### config.mk
export PLATFORM = sky130hd
export DESIGN_NAME = exec_sequencer
export DESIGN_NICKNAME = d
export VERILOG_FILES = /design/src/rtl/exec_sequencer.sv
export SDC_FILE = /design/constraint.sdc
export NUM_CORES = 1
export LEC_CHECK = 0
export BUFFER_PORTS_ARGS = -buffer_cell sky130_fd_sc_hd__clkbuf_2
export CAP_MARGIN = 20
export CORE_ASPECT_RATIO = 0.8
export CORE_MARGIN = 2
export CORE_UTILIZATION = 44
export DETAILED_ROUTE_END_ITERATION = 6
export GPL_TIMING_DRIVEN = 0
export PLACE_DENSITY = 0.9
export SYNTH_ARGS = -nofsm -noshare
export SYNTH_HDL_FRONTEND = slang
export SYNTH_SLANG_ARGS = --single-unit
### constraint.sdc
create_clock -name CLK -period 5.6 [get_ports CLK]
set_clock_uncertainty 0.15 [all_clocks]
set_input_delay 0.56 -clock CLK [delete_from_list [all_inputs] [get_ports CLK]]
set_output_delay 0.56 -clock CLK [all_outputs]
set_load 0.01 [all_outputs]
### src/rtl/exec_sequencer.sv
`default_nettype none
// ============================================================================
// Module      : exec_sequencer
// Description : Multicycle control sequencer for the MIPS execute datapath.
//               Steps each instruction through FETCH, DECODE, EXECUTE, MEM
//               and WB. It produces one-cycle write enables for the
//               instruction register, PC, register file and data memory.
//               It waits on the data-memory ready handshake with a bounded
//               timeout, and it can count retired instructions.
// Revision    : 1.0 - initial release
// ----------------------------------------------------------------------------
// Parameters:
//   MEM_WAIT_MAX : MEM wait cycles without mem_ready before ERROR (1..255)
// Build option:
//   EXEC_SEQ_STATS_EN : when defined, instr_count is a live retire counter;
//                       otherwise instr_count is tied to zero.
// Ports:
//   CLK         in   1  system clock, rising edge
//   RST         in   1  asynchronous active-high reset
//   start       in   1  leave IDLE and begin fetching
//   instr       in  32  instruction-register contents
//   zero        in   1  ALU zero flag (valid in EXECUTE)
//   mem_ready   in   1  data-memory access complete
//   ir_write    out  1  load instruction register
//   pc_write    out  1  update PC
//   pc_src      out  2  00 = pc+4, 01 = branch target, 10 = jump target
//   reg_write   out  1  register-file write enable
//   mem_read    out  1  data-memory read request
//   mem_write   out  1  data-memory write request
//   busy        out  1  high outside IDLE and ERROR
//   mem_timeout out  1  sticky memory-timeout flag
//   state       out  3  current state encoding
//   instr_count out 32  retired-instruction count
// ============================================================================
module exec_sequencer #(
  parameter int unsigned MEM_WAIT_MAX = 15
) (
  input  logic        CLK,
  input  logic        RST,
  input  logic        start,
  input  logic [31:0] instr,
  input  logic        zero,
  input  logic        mem_ready,
  output logic        ir_write,
  output logic        pc_write,
  output logic [1:0]  pc_src,
  output logic        reg_write,
  output logic        mem_read,
  output logic        mem_write,
  output logic        busy,
  output logic        mem_timeout,
  output logic [2:0]  state,
  output logic [31:0] instr_count
);

  typedef enum logic [2:0] {
    S_IDLE    = 3'd0,
    S_FETCH   = 3'd1,
    S_DECODE  = 3'd2,
    S_EXECUTE = 3'd3,
    S_MEM     = 3'd4,
    S_WB      = 3'd5,
    S_ERROR   = 3'd6
  } state_t;

  localparam logic [7:0] c_WAIT_MAX  = 8'(MEM_WAIT_MAX);
  localparam logic [1:0] c_SRC_PC4   = 2'b00;
  localparam logic [1:0] c_SRC_BRCH  = 2'b01;
  localparam logic [1:0] c_SRC_JUMP  = 2'b10;

  state_t      r_state;
  state_t      w_next_state;
  logic [7:0]  r_wait_cnt;

  // --------------------------------------------------------------------------
  // Opcode classification
  // --------------------------------------------------------------------------
  logic [5:0] w_op;
  logic       w_is_halt;
  logic       w_is_rtype;
  logic       w_is_alui;
  logic       w_is_lw;
  logic       w_is_sw;
  logic       w_is_beq;
  logic       w_is_bne;
  logic       w_is_j;

  assign w_op       = instr[31:26];
  assign w_is_halt  = (instr == 32'hFFFF_FFFF);
  assign w_is_rtype = (w_op == 6'h00);
  assign w_is_alui  = (w_op == 6'h08) || (w_op == 6'h09) || (w_op == 6'h0A) ||
                      (w_op == 6'h0C) || (w_op == 6'h0D) || (w_op == 6'h0F);
  assign w_is_lw    = (w_op == 6'h23);
  assign w_is_sw    = (w_op == 6'h2B);
  assign w_is_beq   = (w_op == 6'h04);
  assign w_is_bne   = (w_op == 6'h05);
  assign w_is_j     = (w_op == 6'h02);

  // --------------------------------------------------------------------------
  // State register
  // --------------------------------------------------------------------------
  always_ff @(posedge CLK or posedge RST) begin
    if (RST) begin
      r_state <= S_IDLE;
    end else begin
      r_state <= w_next_state;
    end
  end

  // --------------------------------------------------------------------------
  // MEM wait counter. Held at zero outside MEM so it starts from zero on
  // every MEM entry; counts only cycles in which memory has not answered.
  // --------------------------------------------------------------------------
  always_ff @(posedge CLK or posedge RST) begin
    if (RST) begin
      r_wait_cnt <= 8'd0;
    end else if (r_state != S_MEM) begin
      r_wait_cnt <= 8'd0;
    end else if (!mem_ready) begin
      r_wait_cnt <= r_wait_cnt + 8'd1;
    end
  end

  // --------------------------------------------------------------------------
  // Next-state and enable decode
  // --------------------------------------------------------------------------
  always_comb begin
    w_next_state = r_state;
    ir_write     = 1'b0;
    pc_write     = 1'b0;
    pc_src       = c_SRC_PC4;
    reg_write    = 1'b0;
    mem_read     = 1'b0;
    mem_write    = 1'b0;

    case (r_state)
      S_IDLE: begin
        if (start) begin
          w_next_state = S_FETCH;
        end
      end

      S_FETCH: begin
        ir_write     = 1'b1;
        w_next_state = S_DECODE;
      end

      S_DECODE: begin
        if (w_is_halt) begin
          w_next_state = S_IDLE;
        end else if (w_is_j) begin
          pc_write     = 1'b1;
          pc_src       = c_SRC_JUMP;
          w_next_state = S_FETCH;
        end else begin
          w_next_state = S_EXECUTE;
        end
      end

      S_EXECUTE: begin
        if (w_is_beq) begin
          pc_write     = 1'b1;
          pc_src       = zero ? c_SRC_BRCH : c_SRC_PC4;
          w_next_state = S_FETCH;
        end else if (w_is_bne) begin
          pc_write     = 1'b1;
          pc_src       = zero ? c_SRC_PC4 : c_SRC_BRCH;
          w_next_state = S_FETCH;
        end else if (w_is_lw || w_is_sw) begin
          w_next_state = S_MEM;
        end else if (w_is_rtype || w_is_alui) begin
          w_next_state = S_WB;
        end else begin
          // Unknown opcode: advance the PC and retire as a NOP.
          pc_write     = 1'b1;
          w_next_state = S_FETCH;
        end
      end

      S_MEM: begin
        mem_read  = w_is_lw;
        mem_write = w_is_sw;
        // mem_ready takes priority over the timeout check in the same cycle.
        if (mem_ready) begin
          if (w_is_lw) begin
            w_next_state = S_WB;
          end else begin
            // Any non-load access completes here like a store.
            pc_write     = 1'b1;
            w_next_state = S_FETCH;
          end
        end else if (r_wait_cnt == c_WAIT_MAX) begin
          w_next_state = S_ERROR;
        end
      end

      S_WB: begin
        reg_write    = 1'b1;
        pc_write     = 1'b1;
        w_next_state = S_FETCH;
      end

      S_ERROR: begin
        w_next_state = S_ERROR;
      end

      default: begin
        w_next_state = S_IDLE;
      end
    endcase
  end

  assign busy        = (r_state != S_IDLE) && (r_state != S_ERROR);
  // ERROR is only left through reset, so decoding it from state is sticky.
  assign mem_timeout = (r_state == S_ERROR);
  assign state       = r_state;

  // --------------------------------------------------------------------------
  // Retired-instruction counter
  // --------------------------------------------------------------------------
`ifdef EXEC_SEQ_STATS_EN
  logic        w_retire;
  logic [31:0] r_instr_count;

  // Every retiring cycle updates the PC and every PC update retires an
  // instruction, so pc_write doubles as the retire strobe.
  assign w_retire = pc_write;

  always_ff @(posedge CLK or posedge RST) begin
    if (RST) begin
      r_instr_count <= 32'd0;
    end else if (w_retire) begin
      r_instr_count <= r_instr_count + 32'd1;
    end
  end

  assign instr_count = r_instr_count;
`else
  assign instr_count = 32'h0;
`endif

endmodule
`default_nettype wire

==> results.yml <==
status:
  outcome: "finished clean"
pwr:
  power.density_mw_per_mm2: 211.9
  ir_worst_vdd_mv: 0.08216
  leakagePower_nw: 0.8738
routing:
  drc_errors: 0
  vias_per_cell: 4.335
  dr.pass1.iters: 6
  wl_per_cell_um: 8.980
  antenna_left: 0
  vias: 1088
  finalWirelength_um: 2254
  drt_iter0_drc: 31
critical_path:
  worstSetupEndpointType: "output pin"
  rrSetupSlack_ns: 3.64
  worstPathRequired_ns: 4.89
  crit_end: "mem_write"
  r2r_start: "state[1]"
  startpoint: "state[1]"
  cp-start-kind: "flop"
  worstSetupPathType: "flop to output pin"
  cp_max_fo: 10
  arrival_ns: 2.13
  r2r-end: "state[2]"
  rr_worst_depth: 6
synthesis:
  synthCells: 134
  synth_compound_area_frac: 0.08126
  synth_top_family_by_area: "simple AND/OR/NAND/NOR gates"
  ys.warnings.count: 0
  synth_xor_area_frac: 0.06321
  synth.ff_latch_count: 11
  synth_fa_ha_area_frac: 0.02032
  syn_area_mm2: 0.001109
  yosysSeqAreaShare: 0.2483
  synth_mux_area_frac: 0.009029
  synth_edf_count: 0
  ys.flop_type: "dfrtp_1"
  async_flop_share: 1.000
  synth-simple-area-share: 0.2946
  syn_area_per_cell_um2: 8.273
  synth_cell_types: 42
sta:
  holdWs_ns: 0.1088
  maxSlewViolCount: 0
  tightest_slew_ns: 0.5332
  setup_viol: 0
  setup_tns_ns: 0
  maxSlewHeadroom: 0.6412
  fmaxAchievable_mhz: 352.7
  layout_worst_path_cycle_share: 0.5063
  final_hold_viol_count: 0
  period_minus_slack_ns: 2.835
  rsz0062_at_grt: "false"
global_routing:
  grt_max_degree: 12
  grt_pass1_vias: 916
  use_met2: 0.2500
  grt-busiest-layer: "met2"
  met3_usage: 0.01592
  antenna_found_initial: 0
  grtUsageMet1: 0.2195
  grt_pass1_wl_um: 3615
  global_route.overflow_total: 0
  grtUsageTotal: 0.1575
cells_and_area:
  syn_to_final_growth_pct: 37.70
  final_cell_mix: "clkbuf_2, buf_4, conb_1, nor2_1, dfrtp_1"
  final_nets: 254
  final_common_cell: "clkbuf_2"
  drive_gt1_frac: 0.4279
  antenna_cells: 0
clock_tree:
  cts_tree: "yes"
  clock-root-buffer: "clkbuf_4"
  cts_num_sinks: 11
  h-tree-depth: 1
  clock_path_buffers: 2
  cts-resized-gates: 0
  postCtsSetupRepairBufs: 0
  numCtsBuffers: 3
  ctsHoldBuffers: 0
  clk_pin_slew_worst_paths_ns: 0.07
  clock_latency_ns: 0.26
die:
  row_count: 16
  die-area_mm2: 0.002940
  die_w_um: 60.12
  start_util: 0.4576
  io_pins: 81
  die_y_um: 48.90
  core_area_mm2: 0.002422
worst_hold_path:
  hp-class: "input port to asynchronous set/reset pin"
placed_design:
  io_buffer_count: 46
  gp_congestion: 0.7477
  dp_hpwl_um: 1984
run:
  cap_violations: 0
==> worst max-delay path, cell delays in order (launching register included) <==
cell and delay (ns):
dfrtp_1 0.38, clkbuf_2 0.16, or3b_1 0.38, buf_6 0.15, or3_4 0.39, nor3b_1 0.22
clkbuf_2 0.17
==> stage by stage <==
stage | instances | power (mW) | area, µm² | worst slack, ns | util
after floorplan | 165 | 0.2200 | 1225 | 3.122 | -
after global placement | 247 | 0.2676 | 1500 | 3.120 | 0.6193
after detailed placement | 247 | 0.2706 | 1500 | 3.041 | 0.6193
after CTS | 251 | 0.3243 | 1526 | 2.749 | 0.6302
after global routing | 251 | 0.3452 | 1526 | 2.700 | 0.6302
final | 251 | 0.3234 | 1526 | 2.765 | 0.6302
==> metal layers <==
layer / share of wire / vias to the layer above
met5: 0 / -
met1: 0.45 / 458
met4: 0.015 / 0
met3: 0.073 / 4
li1: - / 569
met2: 0.47 / 57
==> power by group <==
group / switching [mW] / internal, mW / leakage, nW
Combinational: 0.0925 / 0.0835 / 0.709
Sequential: 0.00513 / 0.0886 / 0.150
Clock: 0.0261 / 0.0275 / 0.0150
Total: 0.124 / 0.200 / 0.874
==> area by class of cell <==
| cell class | count | area (µm²) |
|---|---|---|
| inverter | 7 | 26.28 |
| timing repair buffer | 46 | 230.2 |
| multi-input combinational | 109 | 639.4 |
| buffer | 38 | 284.0 |
| clock buffer | 4 | 26.28 |
| sequential | 11 | 275.3 |
| tap | 36 | 45.04 |
| fill | 220 | 895.9 |
==> cell usage after synthesis (2+ instances only) <==
cell       n  area, µm²
and3_1     3      18.77
buf_4     33      247.7
buf_6      2      22.52
clkbuf_2   2      10.01
dfrtp_1   11      275.3
inv_1      7      26.28
nand2_1    4      15.01
nand3_1    8      40.04
nand3b_1   2      15.01
nand4_1    6      37.54
nor2_1    12      45.04
nor2b_1    2      12.51
nor3_1     2      10.01
nor4_1     4      25.02
o211a_1    2      20.02
o22ai_1    2      12.51
xnor2_1    4      35.03
xor2_1     4      35.03
==> state kept, by name (all words and copies together) (netlist names) <==
register    count
state           3
r_wait_cnt      8
==> how the worst min path moves through the flow <==
| stage | startpoint | end | cells after the start |
|---|---|---|---|
| 3_3_place_gp | r_wait_cnt[1] | r_wait_cnt[1] | 2 |
| 6_report | RST | state[0] | 2 |
| 5_1_grt | RST | state[1] | 2 |
| 3_5_place_dp | r_wait_cnt[7] | r_wait_cnt[7] | 2 |
| 4_1_cts | RST | state[0] | 2 |
| 2_1_floorplan | RST | r_wait_cnt[0] | 1 |
==> cells by family (layout without fill, tap and decap cells) <==
family / after synthesis / count (layout)
compound gates: 11 / 11
xor+xnor: 8 / 8
fa+ha+maj: 2 / 2
buf+inv: 45 / 95
flops: 11 / 11
mux: 1 / 1
other cells: 1 / 32
simple gates: 55 / 55
Power figures use the tool's default switching activity.
